===== config.mk =====
export PLATFORM = sky130hd
export DESIGN_NAME = data_unpacker
export DESIGN_NICKNAME = d
export VERILOG_FILES = /design/src/rtl/data_unpacker_pkg.sv /design/src/rtl/data_unpacker_slice_mux.sv /design/src/rtl/data_unpacker.sv
export SDC_FILE = /design/constraint.sdc
export NUM_CORES = 1
export LEC_CHECK = 0
export CAP_MARGIN = 20
export CELL_PAD_IN_SITES_DETAIL_PLACEMENT = 0
export CELL_PAD_IN_SITES_GLOBAL_PLACEMENT = 2
export CORE_MARGIN = 2
export CORE_UTILIZATION = 25
export DETAILED_ROUTE_END_ITERATION = 16
export DONT_BUFFER_PORTS = 1
export PLACE_DENSITY = 0.66
export SLEW_MARGIN = 15
export SYNTH_ARGS = -nofsm -noshare
export SYNTH_HDL_FRONTEND = slang
export SYNTH_SLANG_ARGS = --single-unit

===== constraint.sdc =====
create_clock -name clk -period 3.8 [get_ports clk]
set_input_delay 0.95 -clock clk [delete_from_list [all_inputs] [get_ports clk]]
set_output_delay 0.95 -clock clk [all_outputs]
set_load 0.03 [all_outputs]

===== src/rtl/data_unpacker_pkg.sv =====
// Unpack-mode codes shared with the trace data packer, plus the FSM state type
// and the helper that turns a firmware mode byte into a slice length.
package data_unpacker_pkg;

   typedef enum logic [7:0] {
      MODE_N = 8'd0,
      MODE_M = 8'd1,
      MODE_1 = 8'd2
   } unpack_mode_e;

   typedef enum logic {
      EMPTY = 1'b0,
      DRAIN = 1'b1
   } unpack_state_e;

   // A length of 0 marks an unknown mode byte: such vectors are consumed and dropped.
   function automatic int mode_to_len(input logic [7:0] mode, input int n, input int m);
      int len;
      case (mode)
         MODE_N:  len = n;
         MODE_M:  len = m;
         MODE_1:  len = 1;
         default: len = 0;
      endcase
      return len;
   endfunction

endpackage


===== src/rtl/data_unpacker_slice_mux.sv =====
// Selects the current slice out of the aligned buffer: elements ptr..ptr+count-1
// land at indices 0..count-1 and every index above the slice reads as zero.
module unpack_slice_mux
   import data_unpacker_pkg::*;
#(
   parameter int N          = 8,
   parameter int DATA_WIDTH = 32,
   parameter int CW         = $clog2(N) + 1
) (
   input  logic [N-1:0][DATA_WIDTH-1:0] slice_buf,
   input  logic [CW-1:0]                ptr,
   input  logic [CW-1:0]                count,
   output logic [N-1:0][DATA_WIDTH-1:0] vector_out
);

   logic [N-1:0][DATA_WIDTH-1:0] shifted;

   always_comb begin
      shifted    = slice_buf >> (int'(ptr) * DATA_WIDTH);
      vector_out = '0;
      for (int i = 0; i < N; i++) begin
         if (i < int'(count)) begin
            vector_out[i] = shifted[i];
         end
      end
   end

endmodule


===== src/rtl/data_unpacker.sv =====
// Trace data unpacker: accepts packed N-wide vectors and replays them as slices of
// N, M or 1 elements (oldest first), with the slice width chosen per chain by firmware.
module data_unpacker
   import data_unpacker_pkg::*;
#(
   parameter int N                  = 8,
   parameter int M                  = 2,
   parameter int DATA_WIDTH         = 32,
   parameter int MAX_CHAINS         = 4,
   parameter int PERSONAL_CONFIG_ID = 0,
   parameter logic [0:MAX_CHAINS-1][7:0] INITIAL_FIRMWARE = '0,
   localparam int CW = $clog2(N) + 1,
   localparam int IW = (MAX_CHAINS > 1) ? $clog2(MAX_CHAINS) : 1
) (
   input  logic                         clk,
   input  logic                         rst_n,
   input  logic                         tracing,
   input  logic [7:0]                   configId,
   input  logic [7:0]                   configData,
   input  logic                         valid_in,
   output logic                         ready_out,
   input  logic [N-1:0][DATA_WIDTH-1:0] vector_in,
   input  logic [CW-1:0]                count_in,
   input  logic [IW-1:0]                chainId_in,
   output logic                         valid_out,
   input  logic                         ready_in,
   output logic [N-1:0][DATA_WIDTH-1:0] vector_out,
   output logic [CW-1:0]                count_out,
   output logic                         last_out
);

   unpack_state_e state_q, state_d;

   logic [N-1:0][DATA_WIDTH-1:0] buf_q;
   logic [N-1:0][DATA_WIDTH-1:0] aligned;
   logic [CW-1:0]                ptr_q, rem_q, len_q;
   logic [CW-1:0]                cnt_in, new_len, slice_len;
   logic [0:MAX_CHAINS-1][7:0]   firmware_q;
   logic [7:0]                   byte_counter_q;
   logic                         accept, handshake, is_last;

   // Input alignment: the valid top elements are shifted down to index 0 and the
   // slice length for the producing chain is looked up so it can be latched.
   always_comb begin
      if (count_in == '0 || count_in > CW'(N)) begin
         cnt_in = CW'(N);
      end else begin
         cnt_in = count_in;
      end
      aligned = vector_in >> ((N - int'(cnt_in)) * DATA_WIDTH);
      new_len = '0;
      if (int'(chainId_in) < MAX_CHAINS) begin
         new_len = CW'(mode_to_len(firmware_q[chainId_in], N, M));
      end
   end

   always_ff @(posedge clk or negedge rst_n) begin
      if (!rst_n) begin
         state_q <= EMPTY;
      end else begin
         state_q <= state_d;
      end
   end

   // Next state and handshake outputs; a final slice handshake may coincide with
   // a new accept so consecutive vectors stream without a bubble.
   always_comb begin
      state_d   = state_q;
      valid_out = (state_q == DRAIN);
      slice_len = (len_q < rem_q) ? len_q : rem_q;
      is_last   = (rem_q <= len_q);
      count_out = valid_out ? slice_len : '0;
      last_out  = valid_out & is_last;
      handshake = valid_out & ready_in;
      ready_out = rst_n & tracing & ((state_q == EMPTY) | (handshake & last_out));
      accept    = valid_in & ready_out;
      if (accept) begin
         state_d = (new_len == '0) ? EMPTY : DRAIN;
      end else if (handshake && is_last) begin
         state_d = EMPTY;
      end
   end

   always_ff @(posedge clk or negedge rst_n) begin
      if (!rst_n) begin
         buf_q <= '0;
         ptr_q <= '0;
         rem_q <= '0;
         len_q <= '0;
      end else if (accept) begin
         buf_q <= aligned;
         ptr_q <= '0;
         rem_q <= cnt_in;
         len_q <= new_len;
      end else if (handshake && !is_last) begin
         ptr_q <= ptr_q + len_q;
         rem_q <= rem_q - len_q;
      end
   end

   // Firmware bytes stream in over the shared config bus while tracing is low;
   // any other configId rewinds the byte counter for the next write burst.
   always_ff @(posedge clk or negedge rst_n) begin
      if (!rst_n) begin
         firmware_q     <= INITIAL_FIRMWARE;
         byte_counter_q <= '0;
      end else if (!tracing) begin
         if (configId == 8'(PERSONAL_CONFIG_ID)) begin
            if (int'(byte_counter_q) < MAX_CHAINS) begin
               firmware_q[byte_counter_q[IW-1:0]] <= configData;
            end
            if (byte_counter_q != 8'hFF) begin
               byte_counter_q <= byte_counter_q + 8'd1;
            end
         end else begin
            byte_counter_q <= '0;
         end
      end
   end

   unpack_slice_mux #(
      .N         (N),
      .DATA_WIDTH(DATA_WIDTH),
      .CW        (CW)
   ) u_slice_mux (
      .slice_buf (buf_q),
      .ptr       (ptr_q),
      .count     (count_out),
      .vector_out(vector_out)
   );

endmodule


==> results.yml <==
outcome:
  outcome: "complete, but fails checks"
  violations: "setup timing"
floorplanning:
  die_area_um2: 104000
  initial_core_util: 0.253
  core-area_um2: 100000
  standard_cell_rows: 116
  die_height_um: 322
  io_count: 546
  die_width_um: 322
clock_network:
  clk_pin_slew_worst_paths_ps: 70
  worst_skew_pair.late_latency_ps: 590
  cts-hold-fix-buffers: 0
  clockRootBuffer: "clkbuf_16"
  cts_buffers: 44
  clk_path_buf_depth: 3
  clock_tree.htree_level_count: 2
  clock_tree_from_tritoncts: "yes"
  clock-sinks: 308
global_route:
  global_route.usage.total: 0.244
  grt_start_max_net_pins: 311
  grt_first_pass_wirelength_um: 186000
  antenna_found_initial: 10
  globalRouteOverflowTotal: 0
  vias_in_the_first_global_route: 25690
layout:
  areaGrowthSynthToFinish_pct: 35.8
  final.fill_count: 10139
  final_layout_size_suffix_gt1_frac: 0.325
  final_cells: 4324
  utilization: 0.343
  final_nets: 3275
timing:
  final_setup_viols: 256
  setup_ws_ps: -399
  fmaxAchievable_mhz: 238
  fin_crit_ps: 4200
  relSlewSlack: 0.338
  clock_skew_ps: 25.3
  setup-tns-final_ps: -73900
  post-route-period-util: 1.11
  timing_worst_slew_pin_value_ps: 993
  final_hold_viol_count: 0
  timing.hold.ws_ps: 54.3
  drv_slew: 0
  unrepaired_setup_endpoints_after_global_routing: "yes"
synth:
  post_synth_arst_share: 1.00
  synth.yosys.seq_area_share: 0.305
  netlist-cell-type-count: 78
  synthCells: 2775
  synth_enable_flop_cells: 0
  synthTopCellsByCount: "nor2_1, dfrtp_1, nand2_1"
  netlist.top_cell.by_area: "dfrtp_1"
  yosysWarnings: 0
  synth_area_per_cell_um2: 9.12
  post_synth_main_area_contributors: "dfrtp_1, mux4_2, mux2i_1, nor2_1, nand2_1"
  synth_most_common_cell: "nor2_1"
  dominantRegCellSynth: "dfrtp_1"
  syn-cell-area_um2: 25300
  synth_top_cell_area_share: 0.305
  synth_seq_cells: 308
  synth_fp_nets: 3070
setup_path:
  critical_path_class: "reg2out"
  worst_ep_arrival_time_ps: 3250
  kind_of_end_point_of_the_critical_path: "output pin"
  path_max_fanout: 10
  worstPathRequired_ps: 2850
  cp-start-kind: "register"
flow_run:
  maxCapViolations: 0
route:
  drt-initial-drc-count: 2628
  postRouteWirelength_um: 134000
  drc_violations_left: 0
  number_of_nets_with_antenna_violations_after_routing: 0
  viasPerCell: 5.99
  drtPass1Iterations: 8
  avgRoutedWirePerCell_um: 31.0
  detailroute.via_count: 25897
power:
  power_per_cell_area_nw_per_um2: 708
  power.leakage_nw: 13.2
  vdd.ir_drop.worst_mv: 0.442
hold_path:
  hold_path.class: "in2async"
placement:
  portBuffers: 0
  detailed_place_hpwl_um: 87500
  finalWeightedCongestion: 0.953
  pre_cts_slack_ps: 35.7
  numPlacedInstances: 4181
worst max-delay path, cell delays in order, from the launching register on:
cell and delay (ps):
dfrtp_1 410, ha_4 180, fa_2 330, nor3b_4 170, nor3_4 250, buf_6 150, buf_6 110, mux2i_4 240
o21ai_4 130, buf_12 170, clkbuf_16 190, a21oi_2 150, buf_6 150
final timing paths:
path | slack, ps | start | end | cells after the start
min reg2reg | 500 | firmware_q[13]$_DFFE_PN0P_ | firmware_q[13]$_DFFE_PN0P_ | 1
max | -400 | len_q[0]$_DFFE_PN0N_ | vector_out[79] | 12
min | 50 | rst_n | buf_q[172]$_DFFE_PN0N_ | 0
max reg2reg | 1000 | rem_q[0]$_DFFE_PN0P_ | buf_q[119]$_DFFE_PN0N_ | 10
max in group asynchronous | 2850 | rst_n | ptr_q[2]$_DFFE_PN0P_ | 0
min in group clk | 490 | vector_in[239] | buf_q[239]$_DFFE_PN0N_ | 1
report_power, final:
group	leakage, nW	switching, W	internal (W)	total (W)
sequential	3.91	0.00140	0.00447	0.00588
combinational	8.53	0.00799	0.00609	0.0141
clock	0.731	0.00173	0.00264	0.00437
layout by cell type (no fill, tap or decap), drive strengths merged, types with 33 or more instances in the layout:
cell | netlist | final
a211oi | 67 | 67
a21oi | 180 | 180
a221oi | 66 | 66
a22o | 76 | 76
and2 | 70 | 70
buf | 140 | 450
clkbuf | 158 | 69
dfrtp | 308 | 308
mux2i | 197 | 197
mux4 | 148 | 148
nand2 | 306 | 306
nand3 | 51 | 51
nor2 | 310 | 310
nor2b | 69 | 69
nor3 | 75 | 75
o21a | 33 | 33
o21ai | 92 | 92
o22a | 35 | 35
o31a | 34 | 34
or3 | 38 | 38
layer usage:
metal  share of wire  track usage  up-vias
met1            0.40        0.325    13087
met4           0.050        0.109        4
met2            0.45        0.379     1506
li1                -            -    10926
met3           0.094       0.0530      374
met5         0.00017            0        -
per-stage QoR:
stage,total power (W),cell area [um^2]
floorplan,0.0121,25300
finish,0.0243,34400
global route,0.0254,34400
CTS,0.0226,32700
global placement,0.0163,29700
detailed placement,0.0164,29700
timing repair:
action	4_1_cts	5_1_grt
endpoints found under the setup margin	261	261
resized for setup	226	343
pin swaps	36	66
buffers inserted	23	15
hold endpoints to repair	0	0
gates cloned	13	6
sequential cells by signal, summed over array words and instances (netlist names):
name            cells
buf_q             256
firmware_q         32
byte_counter_q      8
ptr_q               4
rem_q               4
len_q               3
valid_out           1
layout make-up:
class	instances	area, um^2	area share
repair buffers	457	5520	0.160
clock buffers	62	1250	0.0364
inverters	11	48.8	0.00142
well taps	1298	1620	0.0473
multi-input cells	2158	17900	0.522
flip-flops and latches	308	7720	0.225
clock inverters	20	251	0.00732
diodes	10	25.0	0.000728
cell families (layout without fill, tap and decap cells):
family / Yosys count / in the layout / synth area share
AO/OA/AOI/OAI: 777 / 777 / 0.220
XOR/XNOR: 5 / 5 / 0.00203
adder cells (fa/ha/maj): 12 / 12 / 0.00653
buffers and inverters: 309 / 550 / 0.0541
flip-flops: 308 / 308 / 0.305
multiplexers: 377 / 377 / 0.224
other: 0 / 10 / 0
AND/OR/NAND/NOR: 987 / 987 / 0.189
Power figures use the tool's default switching activity.
